## config.mk

```make
export PLATFORM = sky130hd
export DESIGN_NAME = fetch_pc_unit
export DESIGN_NICKNAME = d
export VERILOG_FILES = /design/src/rtl/pc_pkg.sv /design/src/rtl/redirect_hold_reg.sv /design/src/rtl/fetch_pc_unit.sv
export SDC_FILE = /design/constraint.sdc
export NUM_CORES = 1
export LEC_CHECK = 0
export BUFFER_PORTS_ARGS = -buffer_cell sky130_fd_sc_hd__buf_2
export CAP_MARGIN = 20
export CORE_UTILIZATION = 25
export DETAILED_ROUTE_END_ITERATION = 12
export PLACE_DENSITY = 0.54
export SYNTH_ARGS = -nofsm -noshare
export SYNTH_HDL_FRONTEND = slang
export SYNTH_SLANG_ARGS = --single-unit
export TNS_END_PERCENT = 50
```

## constraint.sdc

```tcl
create_clock -name Clk -period 2.7 [get_ports Clk]
set_input_delay 0.135 -clock Clk [delete_from_list [all_inputs] [get_ports Clk]]
set_output_delay 0.135 -clock Clk [all_outputs]
set_load 0.02 [all_outputs]
```

## src/rtl/pc_pkg.sv

```systemverilog
// Shared encodings for the fetch PC unit: redirect kinds, FSM states and the
// sequential increment, plus the redirect legality check.
package pc_pkg;

    typedef enum logic [1:0] {
        KIND_BRANCH = 2'd0,
        KIND_JR     = 2'd1,
        KIND_JUMP   = 2'd2,
        KIND_RSVD   = 2'd3
    } redirect_kind_e;

    typedef enum logic [1:0] {
        ST_RUN   = 2'd0,
        ST_PEND  = 2'd1,
        ST_FAULT = 2'd2
    } fetch_state_e;

    localparam logic [31:0] PC_INCR = 32'd4;

    // A redirect is illegal when it is not word aligned or uses the reserved kind.
    function automatic logic redirect_is_bad(input logic [1:0] kind, input logic [1:0] tgt_lsb);
        return (tgt_lsb != 2'b00) || (redirect_kind_e'(kind) == KIND_RSVD);
    endfunction

endpackage

```

## src/rtl/redirect_hold_reg.sv

```systemverilog
// Pending-redirect buffer: one valid bit plus a 32-bit target.
// A load overwrites any held target; load wins over clear in the same cycle.
module redirect_hold_reg (
    input  logic        clk,
    input  logic        rst_n,
    input  logic        load,
    input  logic        clear,
    input  logic [31:0] target,
    output logic        pending,
    output logic [31:0] pending_target
);

    always_ff @(posedge clk or negedge rst_n) begin
        if (!rst_n) begin
            pending        <= 1'b0;
            pending_target <= 32'h0;
        end else if (load) begin
            pending        <= 1'b1;
            pending_target <= target;
        end else if (clear) begin
            pending        <= 1'b0;
            pending_target <= 32'h0;
        end
    end

endmodule

```

## src/rtl/fetch_pc_unit.sv

```systemverilog
// Fetch-stage PC generator with IF/ID register, stall-deferred redirects,
// illegal-redirect fault capture and a saturating redirect counter.
module fetch_pc_unit
    import pc_pkg::*;
#(
    parameter logic [31:0] RESET_PC = 32'h0000_0000,
    parameter int          CNT_W    = 16
) (
    input  logic             Clk,
    input  logic             Reset_n,
    input  logic             Stall,
    input  logic             RedirectValid,
    input  logic [1:0]       RedirectKind,
    input  logic [31:0]      RedirectTarget,
    input  logic             FaultClear,
    output logic [31:0]      PC,
    output logic [31:0]      IFID_PC,
    output logic [31:0]      IFID_PCPlus4,
    output logic             IFID_Valid,
    output logic             Fault,
    output logic [31:0]      FaultAddr,
    output logic [CNT_W-1:0] RedirectCount
);

    function automatic logic [CNT_W-1:0] sat_inc(input logic [CNT_W-1:0] v);
        return (&v) ? v : v + {{(CNT_W-1){1'b0}}, 1'b1};
    endfunction

    fetch_state_e      state, state_next;
    logic [31:0]       pc_next, ifid_pc_next, ifid_pc4_next, fault_addr_next;
    logic              ifid_valid_next, fault_next;
    logic [CNT_W-1:0]  count_next;
    logic              hold_load, hold_clear;
    logic              pending;
    logic [31:0]       pending_target;
    logic              redirect_bad;

    redirect_hold_reg u_hold (
        .clk            (Clk),
        .rst_n          (Reset_n),
        .load           (hold_load),
        .clear          (hold_clear),
        .target         (RedirectTarget),
        .pending        (pending),
        .pending_target (pending_target)
    );

    assign redirect_bad = RedirectValid && redirect_is_bad(RedirectKind, RedirectTarget[1:0]);

    always_comb begin
        state_next      = state;
        pc_next         = PC;
        ifid_pc_next    = IFID_PC;
        ifid_pc4_next   = IFID_PCPlus4;
        ifid_valid_next = IFID_Valid;
        fault_next      = Fault;
        fault_addr_next = FaultAddr;
        count_next      = RedirectCount;
        hold_load       = 1'b0;
        hold_clear      = 1'b0;

        case (state)
            ST_RUN, ST_PEND: begin
                if (redirect_bad) begin
                    state_next      = ST_FAULT;
                    fault_next      = 1'b1;
                    fault_addr_next = RedirectTarget;
                    ifid_valid_next = 1'b0;
                    hold_clear      = 1'b1;
                end else if (RedirectValid && Stall) begin
                    // Youngest redirect overwrites whatever is already buffered.
                    hold_load  = 1'b1;
                    state_next = ST_PEND;
                end else if (!Stall) begin
                    if (RedirectValid || pending) begin
                        pc_next         = RedirectValid ? RedirectTarget : pending_target;
                        ifid_valid_next = 1'b0;
                        count_next      = sat_inc(RedirectCount);
                        hold_clear      = 1'b1;
                        state_next      = ST_RUN;
                    end else begin
                        pc_next         = PC + PC_INCR;
                        ifid_pc_next    = PC;
                        ifid_pc4_next   = PC + PC_INCR;
                        ifid_valid_next = 1'b1;
                    end
                end
            end
            ST_FAULT: begin
                if (FaultClear) begin
                    pc_next    = RESET_PC;
                    fault_next = 1'b0;
                    state_next = ST_RUN;
                end
            end
            default: state_next = ST_RUN;
        endcase
    end

    always_ff @(posedge Clk or negedge Reset_n) begin
        if (!Reset_n) begin
            state         <= ST_RUN;
            PC            <= RESET_PC;
            IFID_PC       <= 32'h0;
            IFID_PCPlus4  <= 32'h0;
            IFID_Valid    <= 1'b0;
            Fault         <= 1'b0;
            FaultAddr     <= 32'h0;
            RedirectCount <= '0;
        end else begin
            state         <= state_next;
            PC            <= pc_next;
            IFID_PC       <= ifid_pc_next;
            IFID_PCPlus4  <= ifid_pc4_next;
            IFID_Valid    <= ifid_valid_next;
            Fault         <= fault_next;
            FaultAddr     <= fault_addr_next;
            RedirectCount <= count_next;
        end
    end

endmodule

```

==> impl_metrics.py <==
metrics = {
    "critical_path": {
        "cp-start-kind": "flip-flop",
        "crit_type": "flip-flop to flip-flop",
        "r2r-start": "PC[4]$_DFFE_PN0P_",
        "cp_top_family": "simple AND/OR/NAND/NOR gates",
        "path_cells": "nand4_4 > or4_1 > nor3_1 > o21ai_0 > a211o_1",
        "cp_slowest_cell": "or4_1",
        "cp.buffers_inverters": 0,
        "crit_start": "PC[4]$_DFFE_PN0P_",
        "r2r_end": "PC[29]$_DFFE_PN0P_",
        "r2r_cells": 5,
        "crit_end": "PC[29]$_DFFE_PN0P_",
        "cp_num_cells": 5,
        "crit_path_max_fanout": 9,
        "crit_path_end_kind": "flip-flop",
        "cp_slowest_stage_delay_ns": 0.73,
        "required_ns": 3.02,
        "critPathArrivalTime_ns": 2.69,
        "rrSetupSlack_ns": 0.32,
    },
    "route": {
        "dr.pass1.iters": 5,
        "vias": 7167,
        "drt_iter0_drc": 496,
        "wl_per_cell_um": 18.6,
        "drc": 0,
        "finalWirelength_mm": 27.7,
        "vias_per_cell": 4.83,
        "ant_nets": 0,
    },
    "power": {
        "power_density_mw_per_mm2": 860,
        "fin_total_pwr_uw": 9070,
        "p_leak_uw": 0.00512,
        "ir_drop_uv": 453,
    },
    "die": {
        "die_x_um": 182,
        "start_util_pct": 25.5,
        "die-area_mm2": 0.0331,
        "die-height_um": 182,
        "num_rows": 65,
        "ios": 185,
        "core_area_mm2": 0.0317,
    },
    "placed_design": {
        "place.gp.congestion": 0.861,
        "dp_hpwl_mm": 19.8,
        "portBuffers": 184,
        "placed_cell_area_mm2": 0.00960,
    },
    "synthesis": {
        "synth_area_per_cell_um2": 9.41,
        "synth.distinct_cells": 52,
        "syn_nets": 902,
        "synth-seq-cells": 179,
        "syn_inst": 861,
        "synthTopCellsByCount": "237 x nand2_1, 179 x dfrtp_1, 56 x o21ai_0",
        "synth.area.top_cells": "dfrtp_1 55%, nand2_1 11%, a22o_1 4.4%, o21ai_0 3.5%, xnor2_1 2.8%",
        "ys_warn_count": 0,
        "synth_ff_type": "dfrtp_1",
        "synth-edff-count": 0,
        "yosysSeqAreaShare_pct": 55.3,
        "postSynth.asyncResetShare_pct": 100,
        "synth_top_area_cell": "dfrtp_1",
        "synth_area_mm2": 0.00810,
        "synth_top_area_share_pct": 55.3,
        "synth.most_common_cell": "nand2_1",
    },
    "timing": {
        "tightest_slew_ns": 0.639,
        "rsz0062_at_grt": "no",
        "min_period_ns": 2.38,
        "timing.final.crit_share_pct": 88.1,
        "slew_violations": 0,
        "finClkSkew_ns": 0.00963,
        "finalSetupViolCount": 0,
        "finalHoldViolCount": 0,
        "final.setup.tns_ns": 0,
        "fmax_mhz": 420,
        "relSlewSlack_pct": 57.4,
        "hold_slack_ns": 0.0916,
    },
    "clock_network": {
        "cts_tree": "done",
        "postCtsHoldBufs": 34,
        "ctsRootBufferMaster": "clkbuf_16",
        "clock_latency_ns": 0.44,
        "clk_path_buf_depth": 2,
        "cts_resized": 0,
        "cts_inserted_buffers": 17,
        "clkTransAtPathRegs_ns": 0.07,
        "cts_sinks": 179,
        "cts.htree.levels": 4,
        "post_cts_buffers": 0,
    },
    "global_routing": {
        "grt_pass1_wl_mm": 42.4,
        "grt_pass1_vias": 6923,
        "grt_use_total_pct": 16.9,
        "antenna_found_initial": 2,
        "overflow": 0,
        "grt_max_degree": 72,
    },
    "job": {
        "max-cap-violations": 0,
    },
    "hold_path": {
        "hold_path_class": "input port to flip-flop",
    },
    "finish": {
        "nNetsFinal": 1111,
        "fin_util_pct": 33.3,
        "diodes": 0,
        "drive_gt1_share_pct": 24.3,
        "syn_to_final_growth_pct": 30.3,
        "final_area_mm2": 0.0106,
    },
    "outcome": {
        "status": "finished clean",
    },
}
==> worst min-delay path, cell delays in order <==
cell,delay (ns)
buf_2,0.14
nand3_1,0.11
a21oi_1,0.08
==> flip-flops by register name, indices dropped and copies added, names as in the netlist <==
register / cells
FaultAddr: 32
IFID_PC: 32
PC: 32
u_hold.pending_target: 32
IFID_PCPlus4: 30
RedirectCount: 16
state: 2
Fault: 1
IFID_Valid: 1
u_hold.pending: 1
==> through the flow <==
stage / setup WS, ns / instances
3_3_place_gp: 0.365 / 1419
6_report: 0.321 / 1485
2_1_floorplan: 0.269 / 861
4_1_cts: 0.308 / 1485
3_5_place_dp: 0.334 / 1419
5_1_grt: 0.192 / 1485
==> cell type report <==
| type | instances | area [um^2] |
|---|---|---|
| Sequential cell | 179 | 4480 |
| Inverter | 14 | 52.6 |
| Timing Repair Buffer | 249 | 1550 |
| Tap cell | 402 | 503 |
| Clock inverter | 10 | 123 |
| Multi-Input combinational cell | 609 | 3350 |
| Fill cell | 3302 | 21200 |
| Clock buffer | 22 | 494 |
==> cells in the final DEF, fill, tap and decap left out, drive strengths merged, types with 7 or more instances in the layout <==
| master | count |
|---|---|
| a22o | 41 |
| inv | 14 |
| nor2 | 38 |
| o2bb2ai | 7 |
| a21oi | 28 |
| o31ai | 9 |
| a31oi | 7 |
| buf | 214 |
| dfrtp | 179 |
| o21ai | 57 |
| o221ai | 11 |
| nand4 | 14 |
| dlygate4sd3 | 34 |
| clkbuf | 23 |
| o22ai | 12 |
| xor2 | 12 |
| nand3 | 16 |
| xnor2 | 26 |
| nor4 | 9 |
| or3 | 7 |
| nor3 | 23 |
| nand2 | 237 |
==> kinds of logic after synthesis <==
| kind of cell | count (synthesis) | share of synthesized area (%) |
|---|---|---|
| compound gates | 197 | 16.5 |
| xor+xnor | 38 | 4.11 |
| fa+ha+maj | 2 | 0.309 |
| buf+inv | 73 | 3.61 |
| flops | 179 | 55.3 |
| mux | 4 | 0.510 |
| simple gates | 368 | 19.7 |
==> where the power goes <==
part           internal [uW]  switching, uW
Combinational            896           1750
Clock                   1500           1150
Sequential              3250            526
Total                   5640           3430
==> worst min-delay path by stage <==
stage / cells after the start / from / endpoint
after floorplan: 0 / Reset_n / Fault$_DFFE_PN0P_
after global placement: 1 / Reset_n / RedirectCount[12]$_DFFE_PN0P_
after detailed placement: 1 / Reset_n / RedirectCount[12]$_DFFE_PN0P_
after CTS: 3 / Stall / state[0]$_DFFE_PN0P_
after global routing: 3 / Stall / state[0]$_DFFE_PN0P_
final: 3 / Stall / state[0]$_DFFE_PN0P_
==> layer usage <==
metal / wire [um] / GRT usage, % / up-vias
met2: 12200 / 25.1 / 231
met1: 13000 / 24.0 / 3493
li1: - / - / 3410
met3: 1860 / 4.19 / 29
met5: 21 / 0 / -
met4: 567 / 5.41 / 4
Note: power is estimated with default switching activity, not from simulation.
